$ cat src/rtl/os_result_drain.sv
// os_result_drain: sequencer and result reader for one row of output-stationary PEs.
//
// A tile runs IDLE -> ACCUM -> END -> DRAIN -> CLEAR -> IDLE:
//   ACCUM  holds pipeline_en for k_len + NUM_PE - 1 cycles, which covers the systolic skew.
//   END    holds mac_end until every PE reports valid, then captures all PE accumulators.
//   DRAIN  streams the captured words one per valid/ready handshake, PE 0 first.
//   CLEAR  pulses reg_clear and done together for one cycle.
//
// Ports:
//   clk, rst                 clock (rising edge), asynchronous active-high reset
//   start, k_len             tile launch and accumulation length, sampled in IDLE only
//   pipeline_en, mac_end     PE enable (ACCUM) and accumulation-end strobe (END)
//   reg_clear                one-cycle PE clear (CLEAR)
//   mac_is_valid, mac_in     per-PE valid bits and concatenated PE accumulators
//   out_data/idx/valid/last  result stream; out_ready is the downstream accept
//   busy, done               not-IDLE indicator and end-of-tile pulse
//
// Build option: define OS_DRAIN_SATURATE_EN to saturate words that do not fit in
// WIDTH_OUT; otherwise words are truncated to their low WIDTH_OUT bits.
//
// All outputs are decoded from registered state only, so there is no input-to-output path.
module os_result_drain #(
  parameter int unsigned WIDTH_MAC = 48,
  parameter int unsigned WIDTH_OUT = 32,
  parameter int unsigned NUM_PE    = 4,
  parameter int unsigned K_W       = 16
) (
  input  logic                          clk,
  input  logic                          rst,
  input  logic                          start,
  input  logic [K_W-1:0]                k_len,
  output logic                          pipeline_en,
  output logic                          mac_end,
  output logic                          reg_clear,
  input  logic [NUM_PE-1:0]             mac_is_valid,
  input  logic [NUM_PE*WIDTH_MAC-1:0]   mac_in,
  output logic [WIDTH_OUT-1:0]          out_data,
  output logic [$clog2(NUM_PE)-1:0]     out_idx,
  output logic                          out_valid,
  input  logic                          out_ready,
  output logic                          out_last,
  output logic                          busy,
  output logic                          done
);

  localparam int unsigned IdxW = $clog2(NUM_PE);
  // Wide enough for the largest k_len plus the skew cycles.
  localparam int unsigned CntW = K_W + IdxW + 1;
  localparam logic [IdxW-1:0] LastIdx = IdxW'(NUM_PE - 1);

  typedef enum logic [2:0] {StIdle, StAccum, StEnd, StDrain, StClear} state_e;

  state_e               state_q;
  logic [CntW-1:0]      cnt_q;
  logic [IdxW-1:0]      idx_q;
  logic [WIDTH_MAC-1:0] res_q [NUM_PE];

  always_ff @(posedge clk or posedge rst) begin
    if (rst) begin
      state_q <= StIdle;
      cnt_q   <= '0;
      idx_q   <= '0;
      for (int i = 0; i < NUM_PE; i++) begin
        res_q[i] <= '0;
      end
    end else begin
      unique case (state_q)
        StIdle: begin
          if (start) begin
            if (k_len != '0) begin
              cnt_q   <= CntW'(k_len) + CntW'(NUM_PE - 1);
              state_q <= StAccum;
            end else begin
              // Nothing to accumulate: PEs still hold their cleared values.
              state_q <= StEnd;
            end
          end
        end
        StAccum: begin
          cnt_q <= cnt_q - CntW'(1);
          if (cnt_q == CntW'(1)) begin
            state_q <= StEnd;
          end
        end
        StEnd: begin
          if (&mac_is_valid) begin
            for (int i = 0; i < NUM_PE; i++) begin
              res_q[i] <= mac_in[i*WIDTH_MAC +: WIDTH_MAC];
            end
            idx_q   <= '0;
            state_q <= StDrain;
          end
        end
        StDrain: begin
          if (out_ready) begin
            if (idx_q == LastIdx) begin
              state_q <= StClear;
            end else begin
              idx_q <= idx_q + IdxW'(1);
            end
          end
        end
        StClear: begin
          state_q <= StIdle;
        end
        default: begin
          state_q <= StIdle;
        end
      endcase
    end
  end

  // Word conversion of the currently selected buffered accumulator.
  logic signed [WIDTH_MAC-1:0] sel;
  logic        [WIDTH_OUT-1:0] conv;

  assign sel = res_q[idx_q];

  if (WIDTH_OUT >= WIDTH_MAC) begin : g_extend
    // Signed cast sign-extends when the output is at least as wide.
    assign conv = WIDTH_OUT'(sel);
  end else begin : g_reduce
`ifdef OS_DRAIN_SATURATE_EN
    localparam logic signed [WIDTH_MAC-1:0] SatMax =
        {{(WIDTH_MAC - WIDTH_OUT + 1){1'b0}}, {(WIDTH_OUT - 1){1'b1}}};
    localparam logic signed [WIDTH_MAC-1:0] SatMin =
        {{(WIDTH_MAC - WIDTH_OUT + 1){1'b1}}, {(WIDTH_OUT - 1){1'b0}}};
    always_comb begin
      conv = WIDTH_OUT'(sel);
      if (sel > SatMax) begin
        conv = {1'b0, {(WIDTH_OUT - 1){1'b1}}};
      end else if (sel < SatMin) begin
        conv = {1'b1, {(WIDTH_OUT - 1){1'b0}}};
      end
    end
`else
    assign conv = WIDTH_OUT'(sel);
`endif
  end

  assign pipeline_en = (state_q == StAccum);
  assign mac_end     = (state_q == StEnd);
  assign reg_clear   = (state_q == StClear);
  assign done        = (state_q == StClear);
  assign busy        = (state_q != StIdle);
  assign out_valid   = (state_q == StDrain);
  assign out_idx     = out_valid ? idx_q : '0;
  assign out_last    = out_valid && (idx_q == LastIdx);
  assign out_data    = out_valid ? conv : '0;

endmodule

$ cat config.mk
export PLATFORM = sky130hd
export DESIGN_NAME = os_result_drain
export DESIGN_NICKNAME = d
export VERILOG_FILES = /design/src/rtl/os_result_drain.sv
export SDC_FILE = /design/constraint.sdc
export NUM_CORES = 1
export LEC_CHECK = 0
export ABC_AREA = 1
export CORE_MARGIN = 8
export CORE_UTILIZATION = 52
export CTS_CLUSTER_DIAMETER = 30
export DETAILED_ROUTE_END_ITERATION = 7
export PLACE_DENSITY_LB_ADDON = 0.3
export SETUP_SLACK_MARGIN = 0.4
export SYNTH_ARGS = -nofsm -noshare
export SYNTH_HDL_FRONTEND = slang
export SYNTH_SLANG_ARGS = --single-unit
$ cat constraint.sdc
create_clock -name clk -period 11.4 [get_ports clk]
set_input_delay 1.14 -clock clk [delete_from_list [all_inputs] [get_ports clk]]
set_output_delay 1.14 -clock clk [all_outputs]
set_load 0.005 [all_outputs]
## Word-level counts from Yosys, hierarchy flattened

Cells that the tools add are included.

- Add/sub/neg operators: 3
- Magnitude comparators: 1
- Equal/unequal tests: 13
- Muxes and demuxes: 19
- Bitwise operators: 1
- Reduce and logical (&&, ||, !) cells: 11

Operators by type and width:

| cell | count |
|---|---|
| binary-select mux 48 bit (select 2 bit) | 1 |
| two-way mux 32 bit | 3 |
| two-way mux 19 bit | 2 |
| case mux 19 bit (2 select lines) | 1 |
| equality test 19 x 1 -> 1 bit (second input constant) | 1 |
| subtractor 19 x 1 -> 19 bit (second input constant) | 1 |
| adder 16 x 2 -> 17 bit (second input constant) | 1 |
| nonzero test 16 bit | 1 |
| two-way mux 3 bit | 5 |
| case mux 3 bit (4 select lines) | 1 |
| two-way mux 2 bit | 5 |
| AND reduction 5 bit | 2 |
| != test 2 x 1 -> 1 bit (second input constant) | 4 |
| AND reduction 4 bit | 2 |
| equality test 3 x 2 -> 1 bit (second input constant) | 2 |
| != test 2 bit (second input constant) | 3 |
| case mux 2 bit (2 select lines) | 1 |
| nonzero test 2 bit | 2 |
| equality test 3 x 1 -> 1 bit (second input constant) | 1 |
| equality test 3 bit (second input constant) | 1 |
| greater-or-equal comparator 3 bit (second input constant) | 1 |
| logical NOT 3 bit | 1 |
| inverter 2 -> 3 bit | 1 |
| AND reduction 3 bit | 1 |
| other kinds (4) | 4 |

- Flip-flop bits (word level): 216
- Bits of input ports: 216
- Output and inout port bits: 41
- Word-level logic and storage cells: 55

## Logic depth before layout (Yosys ltp)

Gate-level depths: netlist of run 1.

- Depth after elaboration: 5
- Depth in mapped cells: 12
- Gate-level depth less buffers: 11

## Worst setup path after synthesis of run 1

Ideal clock, no wire load.

- Path kind: flip-flop to output port
- From: reg idx_q[0]
- To: out out_data[10]
- Data arrival time: 1.303 ns
- Data required time: 10.260 ns
- Slack: 8.957 ns
- Cell stages (with the launch flop): 7
- Path buffers: 2
- Path through: dfrtp_1 clkbuf_1 clkinv_1 clkbuf_1 a21oi_1 o21ai_0 a21oi_1

- Word-level cells in the longest chain between the ends: 5

Ends and longest elaborated chain:

| item | line | RTL |
|---|---|---|
| start: declaration | 55 | `logic [IdxW-1:0] idx_q;` |
| start signal: assignment | 99 | `idx_q <= idx_q + IdxW'(1);` |
| inverter 2 -> 3 bit (implied by the code) | 117 | `assign sel = res_q[idx_q];` |
| binary-select mux 48 bit (select 2 bit) | 117 |  |
| two-way mux 32 bit (implied by the code) (2 in series) | 117 |  |
| two-way mux 32 bit | 149 | `assign out_data = out_valid ? conv : '0;` |
| end: declaration | 37 | `output logic [WIDTH_OUT-1:0] out_data,` |

No other way between the ends. The select of a mux whose other input is x is not followed.

## Worst setup path after layout of run 1

- From: reg state_q[0]
- To: out out_data[1]

- Word-level cells in the longest chain between the ends: 2

Ends and longest elaborated chain:

| item | line | RTL |
|---|---|---|
| start: declaration | 53 | `state_e state_q;` |
| start signal: assignment | 60 | `state_q <= StIdle;` |
| start signal: assignment | 72 | `state_q <= StAccum;` |
| start signal: assignment | 75 | `state_q <= StEnd;` |
| equality test 3 x 2 -> 1 bit | 146 | `assign out_valid = (state_q == StDrain);` |
| two-way mux 32 bit | 149 |  |

No other way between the ends.

==> summary.md, run 1 <==
| Metric | Value |
|---|---|
| GR Overflow Total | `0` |
| Global Route Usage Sum | `0.2116` |
| CP bufs+invs | `1` |
| Root Buffer | `clkbuf_16` |
| Site Rows | `47` |
| TritonCTS clock tree | `done` |
| First-pass GRT wire length | `between 30000 and 40000 µm` |
| Wire per inst | `approximately 15 µm` |
| Io pins | `between 200 and 300` |
| Via density | `~5.0` |
| Worst Path Required | `around 10 ns` |
| Initial Util | `0.5294` |
| R2r endpoint | `res_q[159]$_DFFE_PP0P_` |
| Total Wirelength | `approximately 22000 µm` |
| Actual slew at the worst max-slew pin | `around 1.2 ns` |
| Net count, final | `between 1000 and 1500` |
| Critical path launch point | `state_q[0]$_DFFE_PP0P_` |
| CTS Sinks | `152` |
| Setup bufs post-CTS | `0` |
| Die X | `about 150 µm` |
| Post-CTS sizing | `0` |
| Worst hold slack | `roughly 0.48 ns` |
| Final setup TNS | `0 ns` |
| Period minus WS final | `3.969 ns` |
| Critical Path End | `out_data[1]` |
| Maxcap violations | `0` |
| Slowest CP cell | `nand3_2` |
| DRC Markers | `0` |
| Number of global-route vias before repair | `~7400` |
| Layout Cells excl Fill | `1502` |
| Synth Area in Adders | `0.005741` |
| # fillers | `between 1000 and 1500` |
| Max frequency | `between 0.2 and 0.3 GHz` |
| P per Cell Area | `about 220 nW/µm²` |
| Initial antenna violation count | `0` |
| R2R depth | `7` |
| Post-synthesis compound-gate area fraction | `0.2094` |
| Syn_area_per_cell | `7.825 µm²` |
| Worst setup EP type | `output pin` |
| Worst path top cell family by delay | `simple AND/OR/NAND/NOR gates` |
| Dominant synthesized flop cell | `dfrtp_1` |
| Hold WC Path Type | `reg2reg` |
| Port-buffer cells | `approximately 190` |
| GP Congestion | `just over 0.9` |
| Post-synthesis cell type count | `32` |
| Worst VDD drop | `126.3 µV` |
| CP Max Fanout | `38` |
| Leak Pwr | `approximately 5.3 nW` |
| RSZ-0062 raised after global routing | `false` |
| Clock latency on the worst-skew pair | `about 0.42 ns` |
| Post-synthesis xor/xnor area fraction | `0.008038` |
| Crit start category | `register` |
| Critical path arrival | `between 2 and 3 ns` |
| Die H | `around 150 µm` |
| Clk buf depth | `2` |
| H-tree depth | `4` |
| Syn nets | `around 1300` |
| Hold buffer count at cts | `0` |
| TritonCTS Buffers | `17` |
| Share of layout cells above drive strength 1 | `0.1560` |
| Final Hold Viols | `0` |
| Origin of the critical flop-to-flop path | `state_q[0]$_DFFE_PP0P_` |
| CP Depth | `3` |
| Antenna viol nets, final | `0` |
| CP max stage delay | `0.78 ns` |
| Area of the multi-input gates | `roughly 3900 µm²` |
| Core Util, Final | `0.6780` |
| Post-Synth Simple-Gate Area | `0.2205` |
| Slew Limit Headroom | `0.2273` |
| #FFs+latches synth | `between 150 and 200` |
| Final setup fails | `0` |
| Initial DRC Count | `roughly 500` |
| Max Clock Skew | `roughly 0.0089 ns` |
| Post-DP HPWL | `between 15000 and 20000 µm` |
| Clock Pin Slew Worst Setup and Hold Paths | `~0.06 ns` |
| Post-Syn Instances | `between 1000 and 1500` |
| P&R area growth vs syn | `28.08%` |
| Cell Chain, Critical Path | `nand3_2 > a21oi_1 > clkdlybuf4s50_1` |
| Die area | `around 21000 µm²` |
| Sequential area share after synthesis | `0.4363` |
| Largest family of logic cells by synthesized area | `simple AND/OR/NAND/NOR gates` |
| Placed cell count | `~1500` |
| Post-synthesis mux area share | `0` |
| Worst reg2reg setup slack | `~8.3 ns` |
| Outcome | `complete, no violations` |
| Yosys warns | `0` |
| EDFF count, synth | `0` |
| Crit path kind | `reg2out` |
| Vias | `between 7000 and 8000` |
| Total Power | `approximately 2.5 mW` |
| Synthesized area | `about 8700 µm²` |
| Sequential cell area | `about 3800 µm²` |
| Diodes inserted | `0` |
| Core footprint | `roughly 16000 µm²` |
| Async SR Flop Fraction | `1.000` |
| Drt pass-1 iters | `5` |
| Largest net degree at the start of global routing | `92` |
| Final period util | `0.3482` |
| Fin. max-slew vios | `0` |
[cell usage in the layout (no fill, tap or decap), types with 4 or more instances in the layout]
| master | Yosys | layout |
|---|---|---|
| inv_1 | 166 | 165 |
| clkbuf_16 | 0 | 17 |
| o21ai_2 | 60 | 60 |
| buf_4 | 1 | 7 |
| inv_6 | 0 | 6 |
| clkdlybuf4s50_1 | 0 | 192 |
| o211ai_1 | 34 | 34 |
| nand4_1 | 9 | 9 |
| nor3_1 | 5 | 5 |
| nor2_1 | 104 | 104 |
| o21ai_1 | 24 | 24 |
| a21oi_1 | 54 | 54 |
| nor2_2 | 41 | 41 |
| ha_1 | 4 | 4 |
| nand3_1 | 48 | 47 |
| o21ai_0 | 42 | 42 |
| a21oi_2 | 50 | 50 |
| nand2_1 | 238 | 238 |
| xor2_1 | 5 | 5 |
| dfrtp_1 | 152 | 150 |
[registers in the layout, indices dropped and copies added (netlist names)]
| name | flops |
|---|---|
| cnt_q | 19 |
| idx_q | 2 |
| res_q | 128 |
| state_q | 3 |
[power by group]
part | switching, mW | internal (mW)
Combinational | 0.590 | 0.411
Sequential | 0.126 | 0.766
Clock | 0.240 | 0.327
Total | 0.956 | 1.50
[routing by layer]
metal  up-vias  routed length (µm)  track usage
met2       178               10690       0.3421
met1      3511                9689       0.2664
met4         0                 379      0.07028
li1       3845                   -            -
met5         -                   0            0
met3        23                1307      0.06250
[area by class of cell]
| type | count | share of cell area |
|---|---|---|
| clock buffer | 17 | 0.03810 |
| clock inverter | 14 | 0.01446 |
| inverter | 171 | 0.05794 |
| multi-input combinational | 729 | 0.3471 |
| sequential | 152 | 0.3409 |
| tap | 220 | 0.02466 |
| timing repair buffer | 199 | 0.1768 |
[metrics by stage]
step / instance area [µm²] / setup WS, ns
3_5_place_dp: 10580 / 7.268
2_1_floorplan: 8717 / 6.167
3_3_place_gp: 10580 / 7.267
5_1_grt: 11160 / 7.301
4_1_cts: 11160 / 7.397
6_report: 11160 / 7.431
[how the worst min path moves through the flow]
stage                           startpoint                     end  slack [ns]  depth (start not counted)
floorplan           res_q[100]$_DFFE_PP0P_  res_q[100]$_DFFE_PP0P_        0.45                          2
global placement    res_q[108]$_DFFE_PP0P_  res_q[108]$_DFFE_PP0P_        0.46                          2
detailed placement  res_q[108]$_DFFE_PP0P_  res_q[108]$_DFFE_PP0P_        0.46                          2
CTS                 res_q[108]$_DFFE_PP0P_  res_q[108]$_DFFE_PP0P_        0.48                          2
global route        res_q[173]$_DFFE_PP0P_  res_q[173]$_DFFE_PP0P_        0.50                          2
finish              res_q[175]$_DFFE_PP0P_  res_q[175]$_DFFE_PP0P_        0.48                          2
[worst reg2reg max path: stages (launching register included)]
cell	delay, ns
dfrtp_1	0.50
nor3_4	0.09
inv_2	0.10
or2_4	0.58
buf_4	0.79
buf_4	0.75
nor2_1	0.14
a21oi_2	0.12
[Yosys cell counts, types with 4 or more instances]
master | instances | area, µm²
nand2_1 | 238 | 893.4
inv_1 | 166 | 623.1
dfrtp_1 | 152 | 3804
nor2_1 | 104 | 390.4
o21ai_2 | 60 | 525.5
a21oi_1 | 54 | 270.3
a21oi_2 | 50 | 437.9
nand3_1 | 48 | 240.2
o21ai_0 | 42 | 210.2
nor2_2 | 41 | 256.5
o211ai_1 | 34 | 255.2
o21ai_1 | 24 | 120.1
clkbuf_1 | 22 | 82.58
buf_6 | 20 | 225.2
buf_2 | 14 | 70.07
nand4_1 | 9 | 56.30
buf_1 | 5 | 18.77
nor3_1 | 5 | 25.02
xor2_1 | 5 | 43.79
ha_1 | 4 | 50.05
[cells by family (layout without fill, tap and decap cells)]
family,after synthesis,after routing
buf+inv,233,401
xor+xnor,8,8
flops,152,152
simple gates,452,452
compound gates,265,265
fa+ha+maj,4,4
(Power assumes the default switching activity.)
==> run 2: changes to the inputs <==
CORE_UTILIZATION = 44   (was 52)
clock period = 3.3 ns   (was 11.4 ns; I/O delays follow)
==> run 2 against run 1 <==
Against the previous run: highest routed layer is now met5; wire length grew 2.8%; critical path depth grew 1; count of clock-buffer cells in the layout grew 1; critical path type unchanged; core utilization shrank 9.6 points; worst hold slack lost 0.077 ns; power grew to 3.4 times the previous value; register-to-register slack lost 7.0 ns; sequential cell count is the same; clock power grew to 3.2 times the previous value; global-route usage shrank 2.2 points; via count shrank 0.42%; sequential power grew to 3.5 times the previous value.
==> summary.md, run 2 (synthesis results as in run 1) <==
| Metric | Value |
|---|---|
| Clk buf depth | `2` |
| Routing usage on met1 | `0.2361` |
| Crit path kind | `reg2out` |
| Total Wirelength | `between 20000 and 25000 µm` |
| Max frequency | `between 0.3 and 0.4 GHz` |
| Max Clock Skew | `around 0.012 ns` |
| Biggest regs | `res_q x128, cnt_q x19, state_q x3` |
| DRC Markers | `0` |
| Die H | `between 150 and 200 µm` |
| Hold buffer count at cts | `0` |
| Placed cell count | `between 1500 and 2000` |
| Worst Path Required | `about 3.0 ns` |
| P&R area growth vs syn | `29.93%` |
| Leak Pwr | `about 5.3 nW` |
| Core footprint | `19460 µm²` |
| Clock Pin Slew Worst Setup and Hold Paths | `about 0.070 ns` |
| Final setup fails | `0` |
| TritonCTS Buffers | `17` |
| Actual slew at the worst max-slew pin | `0.7928 ns` |
| H-tree depth | `4` |
| Initial DRC Count | `roughly 370` |
| Number of global-route vias before repair | `roughly 7600` |
| Post-DP HPWL | `around 16000 µm` |
| RSZ-0062 raised after global routing | `false` |
| Period minus WS final | `roughly 2.8 ns` |
| R2R depth | `6` |
| Vias | `approximately 7500` |
| Final setup TNS | `0 ns` |
| Diodes inserted | `0` |
| Worst hold slack | `between 0.4 and 0.5 ns` |
| Port-buffer cells | `192` |
| First-pass GRT wire length | `roughly 38000 µm` |
| Final setup margin | `0.5438 ns` |
| GR Overflow Total | `0` |
| Via density | `~4.8` |
| GP Congestion | `roughly 0.85` |
| Dpl ws | `~0.97 ns` |
| Global Route met2 Usage | `0.3139` |
| Share of layout cells above drive strength 1 | `0.1611` |
| Global route hottest layer | `met2` |
| R2r endpoint | `res_q[152]$_DFFE_PP0P_` |
| Initial Util | `0.4479` |
| P per Cell Area | `745.3 nW/µm²` |
| Site Rows | `around 50` |
| Critical Path End | `out_data[1]` |
| # fillers | `between 1500 and 2000` |
| Global Route Usage Sum | `0.1896` |
| Die X | `between 150 and 200 µm` |
| Critical path launch point | `idx_q[1]$_DFFE_PP0P_` |
| Wire per inst | `between 10 and 15 µm` |
| Fin. max-slew vios | `0` |
| Worst setup EP type | `output pin` |
| CTS Sinks | `152` |
| Layout Cells excl Fill | `between 1500 and 2000` |
| Clock latency on the worst-skew pair | `around 0.42 ns` |
| Largest register by flop count | `res_q` |
| TritonCTS clock tree | `done` |
| Post-route cell area | `11330 µm²` |
| Core Util, Final | `0.5819` |
| Final period util | `0.8352` |
| Initial antenna violation count | `2` |
| Largest net degree at the start of global routing | `80` |
| Commonest non-fill, non-tap cell in the layout | `nand2_1` |
| Outcome | `complete, no violations` |
| Placed cell areas | `between 10000 and 15000 µm²` |
| Worst VDD drop | `roughly 340 µV` |
| Die area | `between 20000 and 25000 µm²` |
| Drt pass-1 iters | `4` |
| Largest register FFs | `128` |
| Maxcap violations | `0` |
| Slew Limit Headroom | `0.4704` |
| Root Buffer | `clkbuf_16` |
| Net count, final | `~1500` |
| Critical path arrival | `around 2.4 ns` |
| Met3 Use GR | `0.05929` |
| Setup bufs post-CTS | `0` |
| Most frequent cells in the layout | `nand2_1, clkdlybuf4s50_1, inv_1` |
| Origin of the critical flop-to-flop path | `state_q[0]$_DFFE_PP0P_` |
| Total Power | `8.441 mW` |
| CP Max Fanout | `38` |
| Worst reg2reg setup slack | `between 1 and 1.5 ns` |
| Antenna viol nets, final | `0` |
| Hold WC Path Type | `in2async` |
| Final Hold Viols | `0` |
| Crit start category | `register` |
| Post-CTS sizing | `0` |
| Io pins | `257` |
==> run 2: cell count changes in the layout (fill, tap and decap cells not counted) <==
cell,change
buf_4,+1
buf_12,+7
clkinvlp_4,+2
clkinv_2,+1
bufinv_16,-2
inv_6,-2
clkbuf_1,+1
inv_8,+1
==> run 2: report_power, final <==
part	switching (mW)	internal, mW
registers	0.461	2.64
logic	2.01	1.50
clock network	0.842	0.982
==> run 2: metal layers <==
metal	share of wire	wire length (µm)
met1	0.44	9887
met2	0.49	11100
met3	0.067	1526
met4	0.0066	150
met5	0.0012	27
==> run 2: worst min-delay path by stage <==
stage                      startpoint  cells past startpoint  slack, ns                     end
3_5_place_dp   res_q[105]$_DFFE_PP0P_                      2       0.46  res_q[105]$_DFFE_PP0P_
5_1_grt                   mac_in[121]                      3       0.44   res_q[73]$_DFFE_PP0P_
3_3_place_gp    res_q[98]$_DFFE_PP0P_                      2       0.46   res_q[98]$_DFFE_PP0P_
2_1_floorplan  res_q[100]$_DFFE_PP0P_                      2       0.45  res_q[100]$_DFFE_PP0P_
6_report                          rst                      2       0.40    cnt_q[6]$_DFFE_PP0P_
4_1_cts                           rst                      2       0.42    cnt_q[6]$_DFFE_PP0P_
==> run 2: area by class of cell <==
cell class                      instances  area, µm²  share of cell area
Clock buffer                           18      429.2             0.03789
Clock inverter                         14      116.4             0.01027
Inverter                              171      645.6             0.05700
Multi-Input combinational cell        729       3875              0.3421
Sequential cell                       152       3806              0.3361
Tap cell                              265      331.6             0.02928
Timing Repair Buffer                  207       2122              0.1874
==> run 2: worst max-delay path, cell delays in order, from the launching register on <==
cell and delay (ns):
dfrtp_2 0.75, buf_12 0.30, o211ai_1 0.12, a21oi_1 0.25, clkdlybuf4s50_1 0.56
==> run 3: changes to the inputs <==
CORE_UTILIZATION = 48   (was 44)
clock period = 2.7 ns   (was 3.3 ns; I/O delays follow)
==> run 3 against run 2 <==
Against the previous run: setup slack lost 0.070 ns; largest cell class unchanged; wire length about the same; clock power rose by 30%; highest routed layer unchanged; critical endpoint is now out_data[27].
==> summary.md, run 3 (synthesis results as in run 1) <==
| Metric | Value |
|---|---|
| Diodes inserted | `0` |
| GR Overflow Total | `0` |
| TritonCTS clock tree | `done` |
| Critical path arrival | `between 1.5 and 2 ns` |
| GP Congestion | `0.9127` |
| Die area | `about 23000 µm²` |
| Leak Pwr | `between 5 and 6 nW` |
| Largest register FFs | `around 130` |
| Dpl ws | `0.5507 ns` |
| R2R depth | `9` |
| Final Hold Viols | `0` |
| Slew Limit Headroom | `0.5866` |
| Worst VDD drop | `about 760 µV` |
| Initial DRC Count | `around 420` |
| Antenna viol nets, final | `0` |
| Outcome | `complete, no violations` |
| Share of layout cells above drive strength 1 | `0.1718` |
| DRC Markers | `0` |
| Period minus WS final | `2.226 ns` |
| Total Power | `around 11 mW` |
| Via density | `5.027` |
| Layout Cells excl Fill | `between 1500 and 2000` |
| Wire per inst | `approximately 15 µm` |
| Placed cell count | `around 1500` |
| Initial antenna violation count | `2` |
| Net count, final | `~1500` |
| Total Wirelength | `22700 µm` |
| Worst setup EP type | `output pin` |
| Site Rows | `roughly 50` |
| Fin. max-slew vios | `0` |
| Io pins | `about 260` |
| Largest net degree at the start of global routing | `72` |
| Final setup fails | `0` |
| Final period util | `0.8245` |
| Worst Path Required | `between 2 and 2.5 ns` |
| Clock latency on the worst-skew pair | `0.43 ns` |
| Die X | `around 150 µm` |
| Actual slew at the worst max-slew pin | `0.6201 ns` |
| Final setup TNS | `0 ns` |
| Post-DP HPWL | `16210 µm` |
| First-pass GRT wire length | `36860 µm` |
| Number of global-route vias before repair | `7700` |
| Worst reg2reg setup slack | `approximately 0.73 ns` |
| H-tree depth | `4` |
| Core footprint | `approximately 18000 µm²` |
| Global Route Usage Sum | `0.2032` |
| Crit start category | `register` |
| Drt pass-1 iters | `5` |
| Clk buf depth | `2` |
| Die H | `roughly 150 µm` |
| CTS Sinks | `around 150` |
| # fillers | `about 1600` |
| Maxcap violations | `0` |
| Vias | `roughly 7700` |
| P&R area growth vs syn | `31.85%` |
| RSZ-0062 raised after global routing | `true` |
| Biggest regs | `res_q x128, cnt_q x19, state_q x3` |
| Max frequency | `about 0.45 GHz` |
| Final setup margin | `0.4737 ns` |
| Clock Pin Slew Worst Setup and Hold Paths | `roughly 0.070 ns` |
| P per Cell Area | `roughly 920 nW/µm²` |
| Root Buffer | `clkbuf_16` |
| TritonCTS Buffers | `17` |
| Largest register by flop count | `res_q` |
| Commonest non-fill, non-tap cell in the layout | `nand2_1` |
| Crit path kind | `reg2out` |
| Initial Util | `0.4869` |
| CP Max Fanout | `21` |
| Max Clock Skew | `around 0.015 ns` |
| Most frequent cells in the layout | `nand2_1, inv_1, clkdlybuf4s50_1` |
| Port-buffer cells | `192` |
| Hold WC Path Type | `in2async` |
-- run 3: area by class of cell --
cell class              instances  area [µm²]  share of cell area
inverters                     171       646.9             0.05628
well taps                     229       286.5             0.02493
clock buffers                  18       439.2             0.03821
multi-input cells             729        3877              0.3374
flip-flops and latches        152        3809              0.3314
repair buffers                220        2291              0.1993
clock inverters                14       143.9             0.01252
-- run 3: where the power goes --
| group | total (mW) | switching, mW | internal [mW] |
|---|---|---|---|
| combinational | 4.46 | 2.56 | 1.90 |
| sequential | 3.76 | 0.527 | 3.24 |
| clock | 2.36 | 1.10 | 1.26 |
-- run 3: final timing paths --
check,endpoint,from
worst max-delay path,out_data[27],idx_q[0]$_DFFE_PP0P_
worst min-delay path,res_q[4]$_DFFE_PP0P_,rst
worst max register to register,cnt_q[12]$_DFFE_PP0P_,cnt_q[0]$_DFFE_PP0P_
worst min register to register,res_q[96]$_DFFE_PP0P_,res_q[96]$_DFFE_PP0P_
max in group asynchronous,idx_q[1]$_DFFE_PP0P_,rst
min in group clk,res_q[114]$_DFFE_PP0P_,mac_in[66]
-- run 3: critical path, cell delays in order, from the launching register on --
cell           delay, ns
dfrtp_2             0.44
buf_4               0.16
buf_4               0.13
clkbuf_16           0.18
nand2_1             0.08
o211ai_1            0.11
a21oi_1             0.18
dlygate4sd2_1       0.25
-- run 3: layer usage --
layer | GRT usage | up-vias | wire length [µm] | part of all wire
met5 | 0 | - | 19 | 0.00084
met4 | 0.07768 | 4 | 404 | 0.018
met3 | 0.07003 | 34 | 1647 | 0.073
met2 | 0.3330 | 191 | 11180 | 0.49
met1 | 0.2415 | 3587 | 9450 | 0.42
li1 | - | 3890 | - | -
-- run 3: repair_timing --
action                                  4_1_cts  5_1_grt
hold buffers                                  0        0
pin swaps                                     4        3
hold endpoints to repair                      0        0
buffers inserted                              3        2
endpoints found under the setup margin       33        9
gates resized for setup                      36       11
cloned                                        0        1
-- run 3: per-stage QoR --
stage	cell area (µm²)	hold WS [ns]	utilization
floorplan	8721	0.3997	-
global placement	10810	0.4602	0.6040
detailed placement	10810	0.4618	0.6040
CTS	11420	0.2108	0.6380
global route	11490	0.2201	0.6420
finish	11490	0.2015	0.6420
